**config.mk**
```make
export PLATFORM = sky130hd
export DESIGN_NAME = param_fifo
export DESIGN_NICKNAME = d
export VERILOG_FILES = /design/src/rtl/param_fifo_pkg.sv /design/src/rtl/param_fifo_mem.sv /design/src/rtl/param_fifo.sv
export SDC_FILE = /design/constraint.sdc
export NUM_CORES = 1
export LEC_CHECK = 0
export BUFFER_PORTS_ARGS = -buffer_cell sky130_fd_sc_hd__clkbuf_2
export CORE_MARGIN = 5
export CORE_UTILIZATION = 59
export DETAILED_ROUTE_END_ITERATION = 10
export GPL_TIMING_DRIVEN = 0
export PLACE_DENSITY = 0.78
export SLEW_MARGIN = 20
export SYNTH_ARGS = -nofsm -noshare
export SYNTH_HDL_FRONTEND = slang
export SYNTH_HIERARCHICAL = 1
export SYNTH_SLANG_ARGS = --single-unit
```
**constraint.sdc**
```tcl
create_clock -name clk -period 3.1 [get_ports clk]
set_input_delay 0.155 -clock clk [delete_from_list [all_inputs] [get_ports clk]]
set_output_delay 0.155 -clock clk [all_outputs]
set_load 0.03 [all_outputs]
```
**src/rtl/param_fifo_pkg.sv**
```systemverilog
// rtl/param_fifo_pkg.sv - shared defaults and pointer-width helper for param_fifo
package param_fifo_pkg;

  localparam int DEF_WIDTH = 16;
  localparam int DEF_DEPTH = 8;

  // Number of bits needed to address 'depth' entries (depth is a power of two).
  function automatic int ptr_width(input int depth);
    int w;
    w = 0;
    for (int i = 0; i < 31; i++) begin
      if ((1 << i) < depth) w = i + 1;
    end
    return w;
  endfunction

endpackage

```
**src/rtl/param_fifo_mem.sv**
```systemverilog
// rtl/param_fifo_mem.sv - DEPTH x WIDTH storage, synchronous write, asynchronous read
module param_fifo_mem #(
  parameter int WIDTH = 16,
  parameter int DEPTH = 8,
  parameter int AW    = 3
) (
  input  logic             clk,
  input  logic             i_we,
  input  logic [AW-1:0]    i_waddr,
  input  logic [WIDTH-1:0] i_wdata,
  input  logic [AW-1:0]    i_raddr,
  output logic [WIDTH-1:0] o_rdata
);

  // Storage is deliberately not reset; control logic never exposes stale words.
  logic [WIDTH-1:0] r_mem [DEPTH];

  always_ff @(posedge clk) begin
    if (i_we) r_mem[i_waddr] <= i_wdata;
  end

  assign o_rdata = r_mem[i_raddr];

endmodule

```
**src/rtl/param_fifo.sv**
```systemverilog
// rtl/param_fifo.sv - parameterised single-clock FIFO with level flags and error pulses
module param_fifo
  import param_fifo_pkg::*;
#(
  parameter int WIDTH    = DEF_WIDTH,
  parameter int DEPTH    = DEF_DEPTH,
  parameter int AF_LEVEL = DEPTH - 2,
  parameter int AE_LEVEL = 2,
  parameter int FWFT     = 0,
  localparam int AW      = ptr_width(DEPTH),
  localparam int CW      = AW + 1
) (
  input  logic             clk,
  input  logic             rstn,
  input  logic [WIDTH-1:0] din,
  input  logic             writep,
  input  logic             readp,
  output logic [WIDTH-1:0] dout,
  output logic             emptyp,
  output logic             fullp,
  output logic             almost_emptyp,
  output logic             almost_fullp,
  output logic [CW-1:0]    count,
  output logic             overflowp,
  output logic             underflowp
);

  localparam logic [CW-1:0] DEPTH_C = CW'(DEPTH);
  localparam logic [CW-1:0] AF_C    = CW'(AF_LEVEL);
  localparam logic [CW-1:0] AE_C    = CW'(AE_LEVEL);

  logic [AW-1:0]    r_wptr;
  logic [AW-1:0]    r_rptr;
  logic [CW-1:0]    r_count;
  logic [WIDTH-1:0] r_dout;
  logic             r_ovf;
  logic             r_unf;
  logic             w_wr_acc;
  logic             w_rd_acc;
  logic [WIDTH-1:0] w_rd_data;

  assign emptyp        = (r_count == '0);
  assign fullp         = (r_count == DEPTH_C);
  assign almost_emptyp = (r_count <= AE_C);
  assign almost_fullp  = (r_count >= AF_C);
  assign count         = r_count;
  assign overflowp     = r_ovf;
  assign underflowp    = r_unf;

  assign w_wr_acc = writep & ~fullp;
  assign w_rd_acc = readp & ~emptyp;

  param_fifo_mem #(
    .WIDTH (WIDTH),
    .DEPTH (DEPTH),
    .AW    (AW)
  ) u_mem (
    .clk     (clk),
    .i_we    (w_wr_acc),
    .i_waddr (r_wptr),
    .i_wdata (din),
    .i_raddr (r_rptr),
    .o_rdata (w_rd_data)
  );

  always_ff @(posedge clk or negedge rstn) begin
    if (!rstn) begin
      r_wptr  <= '0;
      r_rptr  <= '0;
      r_count <= '0;
      r_dout  <= '0;
      r_ovf   <= 1'b0;
      r_unf   <= 1'b0;
    end else begin
      r_ovf <= writep & fullp;
      r_unf <= readp & emptyp;
      if (w_wr_acc) r_wptr <= r_wptr + AW'(1);
      if (w_rd_acc) begin
        r_rptr <= r_rptr + AW'(1);
        r_dout <= w_rd_data;
      end
      case ({w_wr_acc, w_rd_acc})
        2'b10:   r_count <= r_count + CW'(1);
        2'b01:   r_count <= r_count - CW'(1);
        default: r_count <= r_count;
      endcase
    end
  end

  // In FWFT mode r_dout still tracks the last popped word, which is what
  // dout holds once the FIFO drains.
  generate
    if (FWFT != 0) begin : g_fwft
      assign dout = emptyp ? r_dout : w_rd_data;
    end else begin : g_reg
      assign dout = r_dout;
    end
  endgenerate

endmodule

```
; After elaboration in Yosys (flattened, before gate mapping)
; Memory sizes are Yosys's and may differ from the RTL's. A register that Yosys moved wholly into a read port is not among the register bits.
; Cells that the tools add are included.
[totals]
n_memories = 1
regBits = 12
ram_bits = 128
wordCells = 27
output_inout_bits = 26
in_bits = 20
[memory_table]
columns = name, depth, width, read_ports, rd_ports_with_merged_regs, write_ports, line_no
row1 = u_mem.r_mem, 8, 16, 1, 1, 1, param_fifo_mem.sv:16  ; logic [WIDTH-1:0] r_mem [DEPTH];
[classes]
reduce_logical = 3
n_eq_ne = 3
n_lt_le_gt_ge = 2
n_addsub = 4
bitwise_logic = 6
mux = 3
[op_table]
columns = operator, n
row1 = 4-bit one-hot mux with 2 select lines, 1
row2 = "3-bit by 1-bit adder with 3-bit output, second input constant", 2
row3 = "4-bit by 1-bit adder with 4-bit output, second input constant", 1
row4 = 1-bit bitwise AND, 4
row5 = "4-bit == test, second input constant", 1
row6 = "4-bit by 3-bit >= comparator with 1-bit output, second input constant", 1
row7 = "4-bit by 2-bit <= comparator with 1-bit output, second input constant", 1
row8 = 4-bit zero test, 1
row9 = "4-bit by 1-bit subtractor with 4-bit output, second input constant", 1
row10 = "2-bit by 1-bit == test with 1-bit output, second input constant", 1
row11 = "2-bit == test, second input constant", 1
row12 = 1-bit two-way mux, 2
row13 = 1-bit inverter, 2
row14 = 2-bit nonzero test, 1
row15 = 1-bit zero test, 1

; Logic depth before layout (Yosys ltp)
; Gate-level depths: netlist of run 1.
[logic_depth]
word_depth = 5
mapped_depth = 10
depth_no_buf = 8

; Modules after synthesis
; Netlist of run 1, hierarchy kept.
[by_module_without_submodules]
columns = mod, instances, cells_per_inst, seq_area_each_um2, area_per_inst_um2
row1 = param_fifo_mem, 1, 198, 3843.7, 4973.5
row2 = param_fifo, 1, 94, 700.7, 1295.0

; Worst setup path before layout of run 1
; Ideal clock, no wire load.
[synth_timing]
path_kind = register to register
start = reg r_count[0] (netlist: count[0])
end = mem u_mem.r_mem[0][0], enable pin
setup_ns = 0.409
arrival_time_ns = 2.272
synth_period_minus_slack_ns = 2.682
t_required_ns = 2.691
n_path_buf = 1
path_stages_with_launch = 7
setup_slack_ns = 0.418
cell_sequence = dfrtp_1 > buf_2 > or4b_4 > nand2_4 > inv_1 > nand2b_1 > nor3_1
[synth_between]
elab_chain_cells = 5
[synth_lines]
columns = item, line_no
row1 = start: declaration, param_fifo.sv:34  ; logic [CW-1:0] r_count;
row2 = start signal: assignment, param_fifo.sv:83  ; 2'b10: r_count <= r_count + CW'(1);
row3 = start signal: assignment, param_fifo.sv:84  ; 2'b01: r_count <= r_count - CW'(1);
row4 = start signal: assignment, param_fifo.sv:85  ; default: r_count <= r_count;
row5 = 4-bit == test, param_fifo.sv:43  ; assign fullp = (r_count == DEPTH_C);
row6 = 1-bit inverter, param_fifo.sv:50  ; assign w_wr_acc = writep & ~fullp;
row7 = 1-bit bitwise AND, param_fifo.sv:50
row8 = named net w_wr_acc, param_fifo.sv:38  ; logic w_wr_acc;
row9 = 1-bit two-way mux, param_fifo_mem.sv:19  ; if (i_we) r_mem[i_waddr] <= i_wdata;
row10 = 1-bit two-way mux (implied by the code), param_fifo_mem.sv:19
row11 = end: declaration, param_fifo_mem.sv:16
; The timed path passes the listed nets, and every way through them passes these cells.

; Final worst setup path of run 1
[layout_timing]
start = reg r_count[0] (netlist: count[0])
end = reg r_count[3] (netlist: count[3])
[layout_between]
elab_chain_cells = 5
elab_cells_between_ends = 12
classes_between = add/sub: 2 / eq/ne: 3 / mux: 1 / bitwise: 4 / reduce/logical: 2
[layout_lines]
columns = item, line_no
row1 = 4-bit zero test *, param_fifo.sv:42  ; assign emptyp = (r_count == '0);
row2 = 1-bit inverter *, param_fifo.sv:51  ; assign w_rd_acc = readp & ~emptyp;
row3 = 1-bit bitwise AND *, param_fifo.sv:51
row4 = named net w_rd_acc, param_fifo.sv:39  ; logic w_rd_acc;
row5 = 2-bit by 1-bit == test with 1-bit output or 2-bit == test (tied branches), param_fifo.sv:82  ; case ({w_wr_acc, w_rd_acc})
row6 = 4-bit one-hot mux with 2 select lines or 2-bit nonzero test (tied branches), -
; The timed path passes the listed nets; every way through them passes the cells marked *.
; A chain may end at the register's enable or synchronous reset.

==> results of run 1 <==
-- stage by stage --
| stage | cell area (µm²) | total power, mW | cells | TNS (ps) |
|---|---|---|---|---|
| global route | 7579 | 7.649 | 534 | 0 |
| CTS | 7579 | 7.377 | 534 | 0 |
| global placement | 6664 | 5.183 | 473 | -16290 |
| floorplan | 6269 | 4.624 | 292 | 0 |
| finish | 7579 | 7.311 | 534 | 0 |
| detailed placement | 6817 | 5.371 | 483 | 0 |
-- power by group through the flow --
stage,Sequential (mW),Combinational [mW],Clock [mW]
after floorplan,3.18,1.44,0
after global placement,2.94,2.25,0
after detailed placement,2.96,2.41,0
after CTS,2.92,2.46,2.00
after global routing,2.96,2.58,2.11
final,2.92,2.42,1.97
-- cells in the final DEF (no fill, tap or decap), drive strengths merged --
| cell type | instances |
|---|---|
| a2111oi | 1 |
| a211oi | 1 |
| a21o | 2 |
| a21oi | 1 |
| and2 | 2 |
| buf | 23 |
| bufinv | 2 |
| clkbuf | 69 |
| clkinv | 4 |
| clkinvlp | 3 |
| dfrtp | 28 |
| dlygate4sd3 | 19 |
| edfxtp | 128 |
| ha | 5 |
| inv | 7 |
| mux2 | 35 |
| mux2i | 1 |
| mux4 | 32 |
| nand2 | 3 |
| nand2b | 3 |
| nand3 | 1 |
| nand3b | 1 |
| nor2 | 8 |
| nor2b | 1 |
| nor3 | 2 |
| nor4 | 1 |
| o21a | 1 |
| o221ai | 1 |
| o41ai | 2 |
| or3b | 1 |
| or4 | 1 |
| or4b | 2 |
| xnor2 | 5 |
| xor2 | 2 |
-- kinds of logic after synthesis --
family	after synthesis	share of synthesized area
xor+xnor	7	0.009781
mux	68	0.1968
buf+inv	21	0.02036
compound gates	9	0.01337
fa+ha+maj	5	0.009980
flops	156	0.7250
simple gates	26	0.02475
-- critical path, stage by stage, from the launching register on --
cell      delay [ps]
dfrtp_1          390
buf_2            180
o41ai_2          460
buf_4            280
inv_1             80
ha_1             270
clkbuf_1         210
or4b_1           500
a21o_1           160
o221ai_1          60
-- final cells by class --
cell class | instances | area, µm² | share of cell area
Tap cell | 136 | 170.2 | 0.02245
Inverter | 6 | 22.52 | 0.002972
Sequential cell | 156 | 4544 | 0.5996
Buffer | 15 | 105.1 | 0.01387
Timing Repair Buffer | 74 | 543.0 | 0.07165
Multi-Input combinational cell | 115 | 1622 | 0.2140
Clock inverter | 10 | 118.9 | 0.01568
Clock buffer | 22 | 452.9 | 0.05977
-- sequential cells by signal, indices dropped and copies added, names as in the netlist --
register / flops
dout: 16
overflowp: 1
r_wptr: 3
count: 4
underflowp: 1
u_mem/r_mem: 128
r_rptr: 3
-- path summary, 6_finish.rpt --
check,startpoint,to,slack [ps],cells past startpoint
min,rstn,dout[11],250,2
max in group asynchronous,rstn,dout[9],2340,2
max reg2reg,count[0],count[3],410,9
min in group clk,readp,underflowp,420,3
min reg2reg,dout[10],dout[10],510,1
max,count[0],count[3],410,9
-- routing by layer --
metal / vias to the layer above / part of all wire
met2: 85 / 0.53
li1: 1390 / -
met3: 14 / 0.050
met4: 0 / 0.016
met5: - / 0
met1: 1574 / 0.41
==> flow_metrics.tcl, run 1 <==
set metrics [dict create \
    synthArstFlopShare 0.1795 \
    routed_wl_um 11910 \
    die_y_um 113.1 \
    p_int_mw 5.024 \
    antenna_found_initial 0 \
    root_buffer "clkbuf_8" \
    htree_levels 4 \
    ys.flop_type "edfxtp_1" \
    status "complete, no violations" \
    io_buffer_count 45 \
    dp_hpwl_um 7590 \
    ant_nets 0 \
    max_cap_violations 0 \
    synth_seq_cells 156 \
    postCtsSetupBuffers 0 \
    grt_overflow 0 \
    power_density_mw_per_mm2 964.7 \
    pwr-share-seq 0.399 \
    synthTopCellsByArea "edfxtp_1 (61%), mux4_1 (12%), dfrtp_1 (11%)" \
    max_slew.worst_pin.slew_ps 812.5 \
    initial_utilization 0.6072 \
    start_kind "register" \
    hold_violations 0 \
    synth.top_cell.area_share 0.6132 \
    grtUsageMet2 0.3341 \
    ios 46 \
    clock_latency_ps 530 \
    hold_buffers 19 \
    p_leak_nw 2.793 \
    fin_crit_ps 2693 \
    clockBufferDepth 2 \
    grt_pass1_wl_um 18320 \
    syn_area_mm2 0.006269 \
    crit_type "register to register" \
    synth_top_area_cell "edfxtp_1" \
    synthCells 292 \
    synth_edf_count 128 \
    fin_skew_ps 10.55 \
    via_per_inst 5.736 \
    hold_ws_ps 252.4 \
    switching_share 0.3128 \
    wire_per_inst_um 22.30 \
    dp_slack_ps 449.6 \
    clkPwrFrac 0.270 \
    first_global_vias 3228 \
    ys_seq_area_frac 0.7250 \
    die_x_um 113.1 \
    fmaxAchievable_ghz 0.3714 \
    drv_slew 0 \
    syn_to_final_growth_pct 20.90 \
    worst_ep_arrival_time_ps 3130 \
    nets 410 \
    n_antenna_cell 0 \
    rows 37 \
    grt.busiest_layer "met2" \
    dr.pass1.iters 4 \
    cp-end-kind "register" \
    path_clk_slew_ps 60 \
    clkSinkCount 156 \
    setup_viol 0 \
    numCtsBuffers 17 \
    crit_required_ps 3530 \
    ir_drop_v 0.0004825 \
    holdCritPathClass "primary input to asynchronous set/reset pin" \
    track_usage 0.2000 \
    gp_congestion 0.7240 \
    ys_warn_count 6 \
    synth_cell_types 39 \
    p_sw_mw 2.287 \
    drc 0 \
    rsz0062_at_grt "no" \
    relSlewSlack 0.4584 \
    worstPathMaxFanout 10 \
    core_mm2 0.01032 \
    cts_tree "yes" \
    final_util 0.7341 \
    drive_above_1_share 0.3643 \
    drt_iter0_drc 205 \
    syn_avg_cell_area_um2 21.47 \
    mappedNetlistNets 317 \
    synthTopCellsByCount "edfxtp_1 (128), mux2_2 (34), dfrtp_1 (28), mux4_1 (28), nor2_1 (8)" \
    grt_use_met1 0.2573 \
    synth.most_common_cell "edfxtp_1" \
    n_fill_cell 587 \
    finalCritPeriodShare 0.8686 \
    setup_ws_ps 407.2 \
    comb_power_share 0.331 \
    vias 3063 \
    grt_use_met3 0.04599 \
    die_area_mm2 0.01279 \
    cts_resized 0 \
    grt_max_degree 29 \
]
No activity file was read; power rests on OpenSTA's default activity.
==> run 2, diff against run 1 <==
--- a/config.mk
+++ b/config.mk
@@ -7,10 +7,10 @@
 export LEC_CHECK = 0
 export BUFFER_PORTS_ARGS = -buffer_cell sky130_fd_sc_hd__clkbuf_2
 export CORE_MARGIN = 5
-export CORE_UTILIZATION = 59
+export CORE_UTILIZATION = 60
 export DETAILED_ROUTE_END_ITERATION = 10
 export GPL_TIMING_DRIVEN = 0
-export PLACE_DENSITY = 0.78
+export PLACE_DENSITY = 0.79
 export SLEW_MARGIN = 20
 export SYNTH_ARGS = -nofsm -noshare
 export SYNTH_HDL_FRONTEND = slang
==> constraint.sdc (replaced) <==
create_clock -name clk -period 3.3 [get_ports clk]
set_input_delay 0.165 -clock clk [delete_from_list [all_inputs] [get_ports clk]]
set_output_delay 0.165 -clock clk [all_outputs]
set_load 0.03 [all_outputs]
==> flow_metrics.tcl, run 2 (synthesized netlist as in run 1, its figures left out) <==
set metrics [dict create \
    rsz0062_at_grt "no" \
    regMostFlops "u_mem/r_mem" \
    setup-tns-final_ps 0 \
    ant_nets 0 \
    ios 46 \
    drive_above_1_share 0.3618 \
    grt_max_degree 29 \
    slowest_delay_ps 490 \
    gp_congestion 0.7366 \
    drt_iter0_drc 179 \
    clock_latency_ps 520 \
    finalCritPeriodShare 0.7836 \
    antenna_found_initial 0 \
    fin_area_mm2 0.007559 \
    n_antenna_cell 0 \
    routed_wl_um 11650 \
    clockBufferDepth 2 \
    die_x_um 112.2 \
    die_area_mm2 0.01259 \
    drc 0 \
    final_common_cell "edfxtp_1" \
    root_buffer "clkbuf_8" \
    nets 410 \
    path_cells "buf_2 -> o41ai_2 -> buf_4 -> inv_1 -> ha_1 -> clkbuf_1 -> or4b_1 -> a21o_1 -> o221ai_1" \
    layout_common_cells "edfxtp_1 (128), clkbuf_2 (46), mux2_2 (34)" \
    first_global_vias 3309 \
    fin_crit_ps 2586 \
    setup_viol 0 \
    htree_levels 4 \
    cts_resized 0 \
    relSlewSlack 0.4731 \
    vias 3090 \
    grt_pass1_wl_um 18520 \
    wire_per_inst_um 21.82 \
    via_per_inst 5.787 \
    io_buffer_count 45 \
    grt_overflow 0 \
    core_mm2 0.01028 \
    dp_hpwl_um 7289 \
    cts_tree "yes" \
    status "complete, no violations" \
    path_clk_slew_ps 70 \
    holdCritPathClass "primary input to asynchronous set/reset pin" \
    die_y_um 112.2 \
    start_kind "register" \
    syn_to_final_growth_pct 20.58 \
    crit_slowest_cell "or4b_1" \
    power.total_mw 6.849 \
    worst_ep_arrival_time_ps 3010 \
    p_leak_nw 2.791 \
    crit_type "register to register" \
    fmaxAchievable_ghz 0.3867 \
    ir_drop_v 0.0005072 \
    hold_ws_ps 260.3 \
    drv_slew 0 \
    worstPathMaxFanout 10 \
    cp-end-kind "register" \
    clkSinkCount 156 \
    largest_reg_flops 128 \
    dr.pass1.iters 5 \
    fin_skew_ps 6.377 \
    place_area_mm2 0.006809 \
    track_usage 0.2014 \
    crit_required_ps 3730 \
    hold_violations 0 \
    max_slew.worst_pin.slew_ps 790.4 \
    power_density_mw_per_mm2 906.1 \
    max_cap_violations 0 \
    initial_utilization 0.6099 \
    numCtsBuffers 17 \
    final_util 0.7355 \
    rows 37 \
]
## run 2: changes by cell type in the layout (fill, tap and decap cells not counted)
cell / before / now
buf_6: 7 / 9
buf_8: 6 / 4
clkinv_1: 0 / 2
clkbuf_8: 3 / 1
clkinvlp_4: 3 / 1
inv_6: 1 / 4
clkbuf_1: 4 / 3
## run 2: area by class of cell
cell class | instances | area (µm²)
sequential | 156 | 4544
fill | 603 | 2719
multi-input combinational | 115 | 1622
timing repair buffer | 74 | 535.5
clock buffer | 19 | 421.7
tap | 136 | 170.2
clock inverter | 13 | 137.6
buffer | 15 | 105.1
inverter | 6 | 22.52
## run 2: metrics by stage
| step | cells | worst slack [ps] |
|---|---|---|
| detailed placement | 483 | 704.9 |
| finish | 534 | 714.0 |
| global placement | 473 | -303.1 |
| global route | 534 | 553.8 |
| floorplan | 292 | 618.3 |
| CTS | 534 | 693.1 |
## run 2: routing by layer
layer,share of wire,up-vias,GRT usage,wire length [µm]
met4,0.023,0,0.07612,271
met3,0.053,23,0.04960,614
met1,0.40,1582,0.2491,4692
met5,0,-,0,0
li1,-,1394,-,-
met2,0.52,91,0.3460,6073
## run 2: critical path: cells and delay by family (launching register included)
| family | cells | cell delay, ps |
|---|---|---|
| flops | 1 | 390 |
| buf+inv | 4 | 730 |
| simple gates | 1 | 490 |
| compound gates | 3 | 610 |
| fa+ha+maj | 1 | 260 |
## run 2: final timing paths
check | to | slack [ps] | from | cells past startpoint
setup / recovery | count[3] | 710 | count[0] | 9
hold / removal | dout[2] | 260 | rstn | 2
setup reg to reg | count[3] | 710 | count[0] | 9
hold reg to reg | dout[5] | 500 | dout[5] | 1
max in group asynchronous | dout[6] | 2540 | rstn | 2
min in group clk | underflowp | 450 | readp | 3
## run 2: what timing repair did
item	CTS	global route
endpoints found under the hold margin	160	0
setup buffers	0	0
hold buffers	19	0
## run 2: report_power, final
part	internal, mW	switching [mW]
registers	2.56	0.185
logic	1.04	1.23
clock network	1.08	0.754
